`config.mk`:
```
export PLATFORM = sky130hd
export DESIGN_NAME = if_id_stage_flat
export DESIGN_NICKNAME = d
export VERILOG_FILES = /design/src/rtl/mips_pkg.sv /design/src/rtl/if_id_stage_if.sv /design/src/rtl/load_use_detect.sv /design/src/rtl/if_id_stage.sv /design/src/flat_wrapper.sv
export SDC_FILE = /design/constraint.sdc
export NUM_CORES = 1
export LEC_CHECK = 0
export BUFFER_PORTS_ARGS = -buffer_cell sky130_fd_sc_hd__buf_2
export CAP_MARGIN = 20
export CORE_ASPECT_RATIO = 0.7
export CORE_MARGIN = 1
export CORE_UTILIZATION = 52
export CTS_BUF_LIST = sky130_fd_sc_hd__clkbuf_16
export DETAILED_ROUTE_END_ITERATION = 7
export PLACE_DENSITY = 0.81
export SLEW_MARGIN = 25
export SYNTH_ARGS = -nofsm -noshare
export SYNTH_HDL_FRONTEND = slang
export SYNTH_SLANG_ARGS = --single-unit
```
`constraint.sdc`:
```
create_clock -name clk -period 2.66 [get_ports clk]
set_input_delay 0.399 -clock clk [delete_from_list [all_inputs] [get_ports clk]]
set_output_delay 0.399 -clock clk [all_outputs]
set_load 0.005 [all_outputs]
```
`src/rtl/mips_pkg.sv`:
```
// Shared MIPS front-end definitions: opcodes, field positions, fetch FSM states.
package mips_pkg;

  localparam int unsigned XLEN  = 32;
  localparam int unsigned REG_W = 5;
  localparam int unsigned OPC_W = 6;

  localparam logic [OPC_W-1:0] OP_RTYPE = 6'd0;
  localparam logic [OPC_W-1:0] OP_BEQ   = 6'd4;
  localparam logic [OPC_W-1:0] OP_BNE   = 6'd5;
  localparam logic [OPC_W-1:0] OP_SW    = 6'd43;
  localparam logic [OPC_W-1:0] OP_LW    = 6'd35;

  // sll $0,$0,0
  localparam logic [XLEN-1:0] NOP_INSTR = 32'h0000_0000;

  localparam int unsigned OPC_MSB = 31;
  localparam int unsigned OPC_LSB = 26;
  localparam int unsigned RS_MSB  = 25;
  localparam int unsigned RS_LSB  = 21;
  localparam int unsigned RT_MSB  = 20;
  localparam int unsigned RT_LSB  = 16;

  typedef enum logic [1:0] {
    FILL     = 2'd0,
    RUN      = 2'd1,
    STALL    = 2'd2,
    REDIRECT = 2'd3
  } fsm_state_e;

  // IF/ID pipeline register payload
  typedef struct packed {
    logic [XLEN-1:0] instr;
    logic [XLEN-1:0] pc;
    logic [XLEN-1:0] next_pc;
    logic            valid;
  } ifid_reg_t;

  // Opcodes whose rt field is a source operand
  function automatic logic uses_rt(input logic [OPC_W-1:0] opc);
    return (opc == OP_RTYPE) || (opc == OP_BEQ) || (opc == OP_BNE) || (opc == OP_SW);
  endfunction

endpackage

```
`src/rtl/if_id_stage_if.sv`:
```
// Fetch-stage bus: instruction memory, redirect/hazard inputs and IF/ID outputs.
interface if_id_stage_if #(
  parameter int unsigned CNT_W = 16
) ();

  logic [31:0]      imem_addr;
  logic [31:0]      imem_rdata;
  logic             mem_wait;
  logic             branch_taken;
  logic [31:0]      branch_target;
  logic             ex_mem_read;
  logic [4:0]       ex_rt;
  logic [31:0]      currentPC_out;
  logic [31:0]      nextPC_out;
  logic [31:0]      instr_out;
  logic             valid_out;
  logic             id_ex_bubble;
  logic [CNT_W-1:0] stall_cnt;
  logic [CNT_W-1:0] flush_cnt;

  // Fetch stage side
  modport master (
    output imem_addr, currentPC_out, nextPC_out, instr_out, valid_out,
           id_ex_bubble, stall_cnt, flush_cnt,
    input  imem_rdata, mem_wait, branch_taken, branch_target, ex_mem_read, ex_rt
  );

  // Memory / downstream pipeline side
  modport slave (
    input  imem_addr, currentPC_out, nextPC_out, instr_out, valid_out,
           id_ex_bubble, stall_cnt, flush_cnt,
    output imem_rdata, mem_wait, branch_taken, branch_target, ex_mem_read, ex_rt
  );

endinterface

```
`src/rtl/load_use_detect.sv`:
```
// Load-use hazard: a load in EX writes a register the IF/ID instruction reads.
module load_use_detect (
  input  logic       valid,
  input  logic       ex_mem_read,
  input  logic [4:0] ex_rt,
  input  logic [5:0] opcode,
  input  logic [4:0] rs,
  input  logic [4:0] rt,
  output logic       hazard_c
);

  import mips_pkg::*;

  // Register $0 is never a true dependency
  always_comb begin
    hazard_c = valid & ex_mem_read & (ex_rt != 5'd0) &
               ((ex_rt == rs) | (uses_rt(opcode) & (ex_rt == rt)));
  end

endmodule

```
`src/rtl/if_id_stage.sv`:
```
// Fetch front end: PC register, IF/ID register, load-use stall and branch flush.
module if_id_stage #(
  parameter logic [31:0] RESET_PC  = 32'h0000_0000,
  parameter logic [31:0] NOP_INSTR = 32'h0000_0000,
  parameter int unsigned CNT_W     = 16
) (
  input  logic          clk,
  input  logic          rst_n,
  if_id_stage_if.master bus
);

  import mips_pkg::*;

  logic [XLEN-1:0]  pc_q, pc_d;
  ifid_reg_t        ifid_q, ifid_d;
  logic [CNT_W-1:0] stall_q, stall_d;
  logic [CNT_W-1:0] flush_q, flush_d;
  fsm_state_e       state_q, state_d;
  logic             hazard_c;

  load_use_detect u_load_use_detect (
    .valid       (ifid_q.valid),
    .ex_mem_read (bus.ex_mem_read),
    .ex_rt       (bus.ex_rt),
    .opcode      (ifid_q.instr[OPC_MSB:OPC_LSB]),
    .rs          (ifid_q.instr[RS_MSB:RS_LSB]),
    .rt          (ifid_q.instr[RT_MSB:RT_LSB]),
    .hazard_c    (hazard_c)
  );

  // State register: PC, IF/ID, counters, FSM
  always_ff @(posedge clk or negedge rst_n) begin
    if (!rst_n) begin
      pc_q           <= RESET_PC;
      ifid_q.instr   <= NOP_INSTR;
      ifid_q.pc      <= 32'd0;
      ifid_q.next_pc <= 32'd0;
      ifid_q.valid   <= 1'b0;
      stall_q        <= '0;
      flush_q        <= '0;
      state_q        <= FILL;
    end else begin
      pc_q    <= pc_d;
      ifid_q  <= ifid_d;
      stall_q <= stall_d;
      flush_q <= flush_d;
      state_q <= state_d;
    end
  end

  // Next-state: freeze > redirect > load-use stall > sequential fetch
  always_comb begin
    pc_d    = pc_q;
    ifid_d  = ifid_q;
    stall_d = stall_q;
    flush_d = flush_q;
    state_d = state_q;
    if (bus.mem_wait) begin
      state_d = state_q;
    end else if (bus.branch_taken) begin
      pc_d         = bus.branch_target & ~32'h0000_0003;
      ifid_d.instr = NOP_INSTR;
      ifid_d.valid = 1'b0;
      flush_d      = (flush_q == '1) ? flush_q : flush_q + CNT_W'(1);
      state_d      = REDIRECT;
    end else if (hazard_c) begin
      stall_d = (stall_q == '1) ? stall_q : stall_q + CNT_W'(1);
      state_d = STALL;
    end else begin
      ifid_d.instr   = bus.imem_rdata;
      ifid_d.pc      = pc_q;
      ifid_d.next_pc = pc_q + 32'd4;
      ifid_d.valid   = 1'b1;
      pc_d           = pc_q + 32'd4;
      state_d        = RUN;
    end
  end

  // Output drive; id_ex_bubble is the only combinational output
  assign bus.imem_addr     = pc_q;
  assign bus.currentPC_out = ifid_q.pc;
  assign bus.nextPC_out    = ifid_q.next_pc;
  assign bus.instr_out     = ifid_q.instr;
  assign bus.valid_out     = ifid_q.valid;
  assign bus.stall_cnt     = stall_q;
  assign bus.flush_cnt     = flush_q;
  assign bus.id_ex_bubble  = bus.mem_wait | hazard_c | ~ifid_q.valid | bus.branch_taken;

endmodule

```
`src/flat_wrapper.sv`:
```
// flat-port wrapper written by rule: the top's interface ports become plain ports
module if_id_stage_flat import mips_pkg::*;
#(
  parameter logic [31:0] RESET_PC  = 32'h0000_0000,
  parameter logic [31:0] NOP_INSTR = 32'h0000_0000,
  parameter int unsigned CNT_W     = 16
)
  (clk, rst_n, bus_imem_addr, bus_currentPC_out, bus_nextPC_out, bus_instr_out, bus_valid_out, bus_id_ex_bubble, bus_stall_cnt, bus_flush_cnt, bus_imem_rdata, bus_mem_wait, bus_branch_taken, bus_branch_target, bus_ex_mem_read, bus_ex_rt);
  if_id_stage_if #(.CNT_W(CNT_W)) bus_i ();
  input  logic clk;
  input  logic rst_n;
  output wire logic [$bits(bus_i.imem_addr)-1:0] bus_imem_addr;
  output wire logic [$bits(bus_i.currentPC_out)-1:0] bus_currentPC_out;
  output wire logic [$bits(bus_i.nextPC_out)-1:0] bus_nextPC_out;
  output wire logic [$bits(bus_i.instr_out)-1:0] bus_instr_out;
  output wire logic [$bits(bus_i.valid_out)-1:0] bus_valid_out;
  output wire logic [$bits(bus_i.id_ex_bubble)-1:0] bus_id_ex_bubble;
  output wire logic [$bits(bus_i.stall_cnt)-1:0] bus_stall_cnt;
  output wire logic [$bits(bus_i.flush_cnt)-1:0] bus_flush_cnt;
  input wire logic [$bits(bus_i.imem_rdata)-1:0] bus_imem_rdata;
  input wire logic [$bits(bus_i.mem_wait)-1:0] bus_mem_wait;
  input wire logic [$bits(bus_i.branch_taken)-1:0] bus_branch_taken;
  input wire logic [$bits(bus_i.branch_target)-1:0] bus_branch_target;
  input wire logic [$bits(bus_i.ex_mem_read)-1:0] bus_ex_mem_read;
  input wire logic [$bits(bus_i.ex_rt)-1:0] bus_ex_rt;
  assign bus_imem_addr = bus_i.imem_addr;
  assign bus_currentPC_out = bus_i.currentPC_out;
  assign bus_nextPC_out = bus_i.nextPC_out;
  assign bus_instr_out = bus_i.instr_out;
  assign bus_valid_out = bus_i.valid_out;
  assign bus_id_ex_bubble = bus_i.id_ex_bubble;
  assign bus_stall_cnt = bus_i.stall_cnt;
  assign bus_flush_cnt = bus_i.flush_cnt;
  assign bus_i.imem_rdata = bus_imem_rdata;
  assign bus_i.mem_wait = bus_mem_wait;
  assign bus_i.branch_taken = bus_branch_taken;
  assign bus_i.branch_target = bus_branch_target;
  assign bus_i.ex_mem_read = bus_ex_mem_read;
  assign bus_i.ex_rt = bus_ex_rt;
  if_id_stage #(.RESET_PC(RESET_PC), .NOP_INSTR(NOP_INSTR), .CNT_W(CNT_W)) u_core (.clk(clk), .rst_n(rst_n), .bus(bus_i));
endmodule
```
==> results.cfg, run 1 <==
[run_status]
status = finished, final reports clean

[floorplanning]
die_w_um = 147
ioPinCount = 236
die_h_um = 104
initial_core_util_pct = 54.2
die_area_mm2 = 0.0152
fp.coreArea_mm2 = 0.0141
rows = 36

[sta]
tightest_slew_ns = 0.583
fmax_mhz = 406
timing.final.crit_share_pct = 92.7
fin_tns_setup_ns = 0
finalHoldViolations = 0
setup_viol = 0
slew_violations = 0
slew_headroom_pct = 61.1
fin_crit_ns = 2.46
fin_skew_ns = 0.0134
rsz0062_at_grt = no

[route]
drtPass1Iterations = 8
routed_wl_um = 21700
drc_errors = 0
vias = 6849
vias_per_cell = 5.70
wire_per_inst_um = 18.0
ant_nets = 0
dr.first_iter.drc_count = 513

[power_and_ir_drop]
ir_drop_mv = 0.496
p_per_area_mw_per_mm2 = 727
p_seq_share_pct = 43.2
swShare_pct = 30.8
combPwrFrac_pct = 20.6
p_leak_nw = 4.78
power_w = 0.00703
p_switching_w = 0.00217
p_int_w = 0.00486
p_clk_share_pct = 36.2

[layout]
syn_to_final_growth_pct = 26.1
nFillCells = 1133
layout.nets = 1072
multi_input_area_mm2 = 0.00343
drive_gt1_share_pct = 32.0
regArea_mm2 = 0.00388

[yosys]
synth.distinct_cells = 63
yosys.area.top_type = dfrtp_1
ys.flop_type = dfrtp_1
synth_edf_count = 0
yosys_warnings = 0
yosys.cell_count.top_type = dfrtp_1
ys_seq_area_share_pct = 50.6
syn_avg_cell_area_um2 = 9.98
synth_top_area_share_pct = 50.6
synth_cells = 768
synth_common_cells = 155 x dfrtp_1, 134 x nand2_1, 37 x nor2_1
synth-seq-cells = 155
syn_area_mm2 = 0.00766
yosys-top-cells-area = dfrtp_1 51%, nand2_1 6.6%, xor2_1 4.0%
async_flop_share_pct = 100

[worst_setup_path]
required_ns = 2.26
worst-setup-path-type = register to primary output
startpoint_type = register
cp.arrival_ns = 2.07
endpoint_kind = primary output
critPathMaxFanout = 4

[place]
io_buffers = 227
dp_hpwl_um = 15600
gp_congestion = 0.903

[clock_network]
clock-sinks = 155
post_cts_resized = 0
htree_levels = 4
cts-root-buf = clkbuf_16
cts_buffers = 17
cts_setup_buffers = 0
clockBufferDepth = 2
clkLatencyLatePin_ns = 0.43
cts_tree = yes
hold_buffers = 1
path_clk_slew_ns = 0.07

[global_routing]
overflow = 0
grt_pass1_vias = 6352
grt_antenna_before_repair = 4
grt.total_usage_pct = 28.8
grt_max_degree = 97
grt_pass1_wl_um = 34100

[min_path]
min_path_type = input pin to register

[run]
maxCapViolCount = 0
metal layers:
layer  track usage, %  vias to the layer above  part of all wire [%]
li1                 -                     3199                     -
met1             38.2                     3296                    42
met2             45.0                      328                    46
met3             10.4                       24                    11
met4             7.07                        2                   1.0
met5                0                        -                 0.060
per-stage QoR:
stage	util, %	hold WS, ns	worst slack [ns]	std cells	instance area (um^2)
after floorplan	-	0.103	0.441	773	7680
after global placement	63.9	0.422	0.321	1165	9030
after detailed placement	63.9	0.417	0.321	1165	9030
after CTS	68.3	0.191	0.185	1198	9650
after global routing	68.3	0.182	0.103	1199	9660
final	68.3	0.189	0.195	1201	9660
cells in the final DEF (no fill, tap or decap), types with 6 or more instances in the layout:
cell type,count
and3_1,16
a21oi_1,16
a22o_1,32
clkbuf_16,17
buf_2,226
xnor2_1,30
conb_1,6
nand3_1,34
o22ai_1,10
nand4_1,21
o21ai_1,14
nor2_1,37
dfrtp_1,155
o21ai_0,31
o31ai_1,8
nor3_1,20
xor2_1,35
nand2_1,134
inv_1,10
buf_4,32
flip-flops by register name (all words and copies together) (netlist names):
name	flops
u_core.bus.currentPC_out	30
u_core.bus.flush_cnt	16
u_core.bus.imem_addr	30
u_core.bus.instr_out	32
u_core.bus.nextPC_out	30
u_core.bus.stall_cnt	16
u_core.bus.valid_out	1
critical path: stages, from the launching register on:
cell,delay [ns]
dfrtp_1,0.41
or3_1,0.42
mux2i_4,0.19
nand4_4,0.17
and3_2,0.28
nand2_1,0.07
buf_2,0.11
power by group through the flow:
| stage | Sequential (W) | Clock (W) | Combinational [W] |
|---|---|---|---|
| after detailed placement | 0.00306 | 0 | 0.00144 |
| final | 0.00304 | 0.00254 | 0.00145 |
| after floorplan | 0.00302 | 0 | 0.000752 |
| after CTS | 0.00303 | 0.00256 | 0.00146 |
| after global placement | 0.00305 | 0 | 0.00140 |
| after global routing | 0.00308 | 0.00266 | 0.00160 |
layout make-up:
cell class,instances,area share (%)
repair buffers,263,15.0
inverters,11,0.427
diodes,3,0.0777
flip-flops and latches,155,40.1
clock inverters,15,1.94
multi-input cells,547,35.5
clock buffers,17,4.40
well taps,190,2.46
path summary, 6_finish.rpt:
path / from / end / slack (ns) / depth (start not counted)
setup / recovery: u_core.bus.instr_out[27] / bus_id_ex_bubble / 0.20 / 6
hold / removal: bus_imem_rdata[19] / u_core.bus.instr_out[19] / 0.19 / 2
setup reg to reg: u_core.bus.imem_addr[2] / u_core.bus.imem_addr[22] / 0.29 / 7
hold reg to reg: u_core.bus.currentPC_out[28] / u_core.bus.currentPC_out[28] / 0.47 / 2
max in group asynchronous: rst_n / u_core.bus.instr_out[1] / 1.42 / 3
min in group asynchronous: rst_n / u_core.bus.currentPC_out[28] / 0.52 / 2
kinds of logic (layout without fill, tap and decap cells):
| kind of cell | Yosys count | count (layout) | synth area share [%] |
|---|---|---|---|
| other | 1 | 9 | 0.0489 |
| buffers and inverters | 71 | 306 | 4.95 |
| and+or+nand+nor | 312 | 312 | 20.9 |
| AOI/OAI and AO/OA | 154 | 154 | 14.4 |
| DFF | 155 | 155 | 50.6 |
| adders and majority gates | 3 | 3 | 0.490 |
| xor gates and xnor gates | 65 | 65 | 7.43 |
| muxes | 7 | 7 | 1.14 |
(Power assumes the default switching activity.)
==> run 2: changes to the inputs <==
PLACE_DENSITY = 0.92   (was 0.81)
==> run 2 against run 1 <==
Final area is 0.62% lower. Sequential share of layout area is 0.25 points higher. Critical endpoint unchanged. Flip-flop and latch count stayed put.
==> results.cfg, run 2 (synthesis gave the netlist of run 1 again) <==
[layout]
diodes = 0
nFillCells = 1091
syn_to_final_growth_pct = 25.3
final_cell_mix = 226 x buf_2, 155 x dfrtp_1, 134 x nand2_1, 37 x nor2_1, 35 x xor2_1
fin_util_pct = 67.9
multi_input_area_mm2 = 0.00343
regArea_mm2 = 0.00388
largest_reg_flops = 32
layout.nets = 1070
mostFrequentLayoutCell = buf_2
drive_gt1_share_pct = 31.8

[sta]
timing.final.crit_share_pct = 92.8
finalHoldViolations = 0
setup_viol = 0
slew_violations = 0
rsz0062_at_grt = no
slew_headroom_pct = 63.9
fin_ws_ns = 0.193
hold_slack_ns = 0.200
fin_crit_ns = 2.47
tightest_slew_ns = 0.537
fmax_mhz = 405
fin_tns_setup_ns = 0
fin_skew_ns = 0.0106

[global_routing]
grt_max_degree = 65
grt_antenna_before_repair = 2
grt_pass1_vias = 6904
grt_pass1_wl_um = 36100
grt.total_usage_pct = 30.4
overflow = 0

[clock_network]
cts_tree = yes
htree_levels = 4
post_cts_resized = 0
path_clk_slew_ns = 0.07
clkLatencyLatePin_ns = 0.42
clockBufferDepth = 2
cts_buffers = 17
clock-sinks = 155
cts-root-buf = clkbuf_16

[floorplanning]
die_w_um = 147
die_area_mm2 = 0.0152
fp.coreArea_mm2 = 0.0141
die_h_um = 104
initial_core_util_pct = 54.2
rows = 36
ioPinCount = 236

[power_and_ir_drop]
p_leak_nw = 4.74
p_clk_share_pct = 35.4
p_int_w = 0.00476
p_switching_w = 0.00218
swShare_pct = 31.4
p_seq_share_pct = 44.0
p_per_area_mw_per_mm2 = 723
ir_drop_mv = 0.462
combPwrFrac_pct = 20.7

[worst_setup_path]
cp.arrival_ns = 2.07
reg2reg_slack_ns = 0.20
startpoint_type = register
worst-setup-path-type = register to primary output
required_ns = 2.26
critPathMaxFanout = 4
endpoint_kind = primary output

[route]
routed_wl_um = 22500
vias = 7078
drtPass1Iterations = 5
wire_per_inst_um = 18.8
vias_per_cell = 5.92
dr.first_iter.drc_count = 648
drc_errors = 0
ant_nets = 0

[min_path]
min_path_type = input pin to register

[place]
post-place-ws_ns = 0.303
dp_hpwl_um = 16200
io_buffers = 227
gp_congestion = 0.921

[run]
maxCapViolCount = 0

[run_status]
status = finished, final reports clean
==> run 2: cell types whose count changed in the layout (fill, tap and decap cells not counted) <==
cell / before / now
buf_4: 32 / 31
bufinv_16: 3 / 2
inv_1: 10 / 11
inv_6: 3 / 4
clkinv_2: 1 / 0
diode_2: 3 / 0
clkinv_4: 2 / 0
clkinvlp_4: 3 / 5
buf_12: 3 / 2
==> run 2: area by class of cell <==
cell class                      instances  area share [%]
Tap cell                              190            2.48
Clock buffer                           17            4.43
Sequential cell                       155            40.4
Timing Repair Buffer                  261            14.8
Inverter                               11           0.430
Clock inverter                         15            1.69
Multi-Input combinational cell        547            35.7
==> run 2: per-stage QoR <==
stage | power [W] | instances | area, um^2
after floorplan | 0.00377 | 773 | 7680
after global placement | 0.00443 | 1163 | 9000
after detailed placement | 0.00451 | 1163 | 9000
after CTS | 0.00695 | 1196 | 9600
after global routing | 0.00726 | 1196 | 9600
final | 0.00694 | 1196 | 9600
==> run 2: timing repair <==
action / CTS / global route
hold endpoints to repair: 49 / 0
setup buffers: 0 / 0
hold buffers: 1 / 0
==> run 2: metal layers <==
layer / track usage [%] / part of all wire (%) / vias to the layer above
li1: - / - / 3179
met1: 40.8 / 41 / 3443
met2: 48.3 / 47 / 415
met3: 7.75 / 10 / 37
met4: 9.43 / 1.4 / 4
met5: 0 / 0.098 / -
==> run 2: worst max-delay path: stages, from the launching register on <==
cell	delay, ns
dfrtp_1	0.41
or3_1	0.42
mux2i_4	0.20
nand4_4	0.17
and3_2	0.28
nand2_1	0.07
buf_2	0.11
==> run 2: final timing paths <==
check	start	depth (start not counted)	endpoint
max	u_core.bus.instr_out[27]	6	bus_id_ex_bubble
min reg2reg	u_core.bus.nextPC_out[23]	2	u_core.bus.nextPC_out[23]
max reg2reg	u_core.bus.imem_addr[11]	6	u_core.bus.imem_addr[25]
max in group asynchronous	rst_n	3	u_core.bus.imem_addr[4]
min in group asynchronous	rst_n	2	u_core.bus.flush_cnt[15]
min	bus_imem_rdata[15]	2	u_core.bus.instr_out[15]
==> run 2: power by group through the flow <==
stage                     clock [W]  combinational, W  sequential [W]
after floorplan                   0          0.000752         0.00302
after global placement            0           0.00137         0.00306
after detailed placement          0           0.00143         0.00308
after CTS                   0.00247           0.00144         0.00304
after global routing        0.00259           0.00158         0.00309
final                       0.00245           0.00144         0.00305
==> run 3: changes to the inputs <==
CORE_UTILIZATION = 45   (was 52)
GPL_TIMING_DRIVEN = 0   (was not set)
MAX_ROUTING_LAYER = met4   (was not set)
PLACE_DENSITY = 0.83   (was 0.92)
==> run 3 against run 2 <==
The flow now stops in detailed routing (5_2_route). Synthesized cell count did not move. Global-route usage fell by 0.70 points. Area after synthesis did not move.
==> results.cfg, run 3 <==
[place]
io_buffers = 226
place_area_mm2 = 0.00913
dp_hpwl_um = 18200
placed_cells = 1225
gp_congestion = 0.928

[floorplanning]
die_h_um = 111
ioPinCount = 236
initial_core_util_pct = 46.4
rows = 39
die_w_um = 158

[clock_network]
cts-root-buf = clkbuf_16
clock-sinks = 155
clockBufferDepth = 2
htree_levels = 4
cts_buffers = 17

[yosys]
synth-seq-cells = 155
synth_top_area_share_pct = 50.6
async_flop_share_pct = 100
yosys.area.top_type = dfrtp_1
synth.distinct_cells = 63
synth_edf_count = 0
synth_common_cells = 155 x dfrtp_1, 134 x nand2_1, 37 x nor2_1
syn_area_mm2 = 0.00766
syn_avg_cell_area_um2 = 9.98
synth_cells = 768
ys_seq_area_share_pct = 50.6
yosys.cell_count.top_type = dfrtp_1
ys.flop_type = dfrtp_1
yosys-top-cells-area = dfrtp_1 51%, nand2_1 6.6%, xor2_1 4.0%
yosys_warnings = 0

[sta]
worstEpCategory = output port
postGrtWorstEndpoint = bus_id_ex_bubble

[global_routing]
grt_antenna_before_repair = 1
grt_pass1_vias = 6765
overflow = 0
grt_max_degree = 81
grt.total_usage_pct = 29.7
grt_pass1_wl_um = 37700

[run_status]
lastStage = detailed routing (5_2_route)
stop_error = [ERROR DRT-0255] Maze Route cannot find path of net clk in worker of routeBox ( 144900 0 ) ( 157950 48300 ).
status = stopped before the end
-- run 3: timing repair --
action | in CTS | in global routing
cloned | 0 | 0
resized for setup | 2 | 3
endpoints found under the hold margin | 75 | 0
buffers inserted | 0 | 3
hold buffers | 1 | 0
pin swaps | 0 | 1
endpoints found under the setup margin | 1 | 4
-- run 3: kinds of logic after synthesis --
logic type               share of synthesized area, %
buffers and inverters                            4.95
adder cells (fa/ha/maj)                         0.490
multiplexers                                     1.14
AND/OR/NAND/NOR                                  20.9
other                                          0.0489
flip-flops                                       50.6
AO/OA/AOI/OAI                                    14.4
XOR/XNOR                                         7.43
-- run 3: stage by stage --
step / setup slack, ns / TNS, ns
after CTS: 0.0370 / 0
after floorplan: 0.441 / 0
after global routing: 0.0202 / 0
after global placement: -1.09 / -165.65
after detailed placement: -0.0860 / -0.0860
-- run 3: metal layers --
| metal | track usage [%] |
|---|---|
| met2 | 42.9 |
| met5 | - |
| met4 | 9.29 |
| met1 | 39.9 |
| met3 | 8.64 |
==> run 4: changes to the inputs <==
CORE_ASPECT_RATIO = not set   (was 0.7)
CORE_UTILIZATION = 30   (was 45)
CTS_BUF_LIST = not set   (was sky130_fd_sc_hd__clkbuf_16)
MAX_ROUTING_LAYER = not set   (was met4)
PLACE_DENSITY = not set   (was 0.83)
PLACE_DENSITY_LB_ADDON = 0.15   (was not set)
==> run 4 against run 3 <==
The flow now finishes without violations. Global-route usage decreased by 9.4 points.
==> results.cfg, run 4 (synthesis gave the netlist of run 1 again) <==
[run_status]
status = finished, final reports clean

[route]
dr.first_iter.drc_count = 398
drtPass1Iterations = 4
ant_nets = 0
vias = 6741
routed_wl_um = 26300
drc_errors = 0
vias_per_cell = 4.93
wire_per_inst_um = 19.2

[worst_setup_path]
worstPathCellList = or3_1 > mux2i_4 > nand4_4 > and3_4 > nand2_1 > buf_2
cp.arrival_ns = 2.08
worst-setup-path-type = register to primary output
cp_slowest_cell = or3_1
endpoint_kind = primary output
critical_path.top_delay_family = simple AND/OR/NAND/NOR gates
startpoint_type = register
required_ns = 2.26
max_stage_delay_ns = 0.42
crit_buf_inv = 1
critPathMaxFanout = 5

[sta]
tightest_slew_ns = 0.938
finalHoldViolations = 0
fin_crit_ns = 2.48
hold_slack_ns = 0.178
rsz0062_at_grt = no
timing.final.crit_share_pct = 93.1
fin_skew_ns = 0.0112
fmax_mhz = 404
setup_viol = 0
slew_violations = 0
slew_headroom_pct = 37.2

[power_and_ir_drop]
p_clk_share_pct = 34.1
p_per_area_mw_per_mm2 = 693
combPwrFrac_pct = 22.2
swShare_pct = 32.8
p_switching_w = 0.00225
p_int_w = 0.00460
ir_drop_mv = 0.302
p_leak_nw = 4.78
p_seq_share_pct = 43.7

[clock_network]
clkLatencyLatePin_ns = 0.44
clockBufferDepth = 2
htree_levels = 4
cts_buffers = 17
cts-root-buf = clkbuf_16
cts_tree = yes
path_clk_slew_ns = 0.07
clock-sinks = 155

[layout]
largest_reg_flops = 32
syn_to_final_growth_pct = 28.9
instances_no_fill = 1367
fin_util_pct = 39.3
layout.nets = 1100
mostFrequentLayoutCell = buf_2
final_cell_mix = 243 x buf_2, 153 x dfrtp_1, 134 x nand2_1, 37 x nor2_1, 35 x xor2_1
drive_gt1_share_pct = 31.9
final_cell_area_mm2 = 0.00988

[global_routing]
grt_pass1_wl_um = 39900
grt_pass1_vias = 6593
grt.total_usage_pct = 20.3
grt_max_degree = 62
grt_antenna_before_repair = 2
overflow = 0

[floorplanning]
initial_core_util_pct = 30.5
fp.coreArea_mm2 = 0.0251
die_w_um = 162
die_area_mm2 = 0.0262
die_h_um = 162
rows = 58
ioPinCount = 236

[place]
place_area_mm2 = 0.00929
placed_cells = 1331
io_buffers = 226
dp_hpwl_um = 19900
gp_congestion = 0.899

[min_path]
min_path_type = input pin to register

[run]
maxCapViolCount = 0
## run 4: power by group through the flow
| stage | clock network (W) | registers (W) | logic (W) |
|---|---|---|---|
| finish | 0.00234 | 0.00299 | 0.00152 |
| global route | 0.00249 | 0.00305 | 0.00170 |
| CTS | 0.00239 | 0.00300 | 0.00154 |
| detailed placement | 0 | 0.00304 | 0.00154 |
| global placement | 0 | 0.00303 | 0.00151 |
| floorplan | 0 | 0.00302 | 0.000752 |
## run 4: final cells by class
cell class | instances | area, um^2
Clock buffer | 18 | 439
Multi-Input combinational cell | 548 | 3440
Clock inverter | 14 | 113
Inverter | 11 | 41.3
Buffer | 58 | 323
Timing Repair Buffer | 232 | 1230
Antenna cell | 1 | 2.50
Tap cell | 330 | 413
Sequential cell | 155 | 3880
Fill cell | 2708 | 15200
## run 4: through the flow
stage	power [W]	worst slack [ns]	setup TNS [ns]
6_report	0.00685	0.182	0
3_3_place_gp	0.00454	-1.51	-231.37
4_1_cts	0.00693	0.0338	0
5_1_grt	0.00724	0.0494	0
2_1_floorplan	0.00377	0.441	0
3_5_place_dp	0.00458	-0.119	-0.144
## run 4: worst register-to-register path: stages, from the launching register on
cell and delay (ns):
dfrtp_2 0.50, ha_2 0.29, nand3_2 0.16, or3_1 0.40, buf_6 0.15, nor4b_4 0.39, a31o_1 0.20, o21ai_1 0.07
a221oi_2 0.21
## run 4: worst paths after layout
check,cells past startpoint,start,slack (ns),end
max in group asynchronous,3,rst_n,1.56,u_core.bus.flush_cnt[15]
setup / recovery,6,u_core.bus.instr_out[27],0.18,bus_id_ex_bubble
hold reg to reg,2,u_core.bus.nextPC_out[8],0.47,u_core.bus.nextPC_out[8]
setup reg to reg,8,u_core.bus.imem_addr[2],0.19,u_core.bus.imem_addr[22]
hold / removal,2,bus_imem_rdata[12],0.18,u_core.bus.instr_out[12]
min in group asynchronous,2,rst_n,0.45,u_core.bus.nextPC_out[24]
## run 4: timing repair
item                                    in CTS  in global routing
pin swaps                                    0                  1
hold endpoints to repair                    44                  0
gates cloned                                 0                  1
endpoints found under the setup margin       1                  6
gates resized for setup                      1                  3
hold buffers                                 1                  0
buffers inserted                             0                  3
## run 4: routing by layer
layer	share of wire [%]	wire, um	GRT usage (%)
met1	46	12100	27.7
met2	46	12200	31.7
met3	6.5	1700	5.34
met4	1.0	262	5.32
met5	0.080	21	0
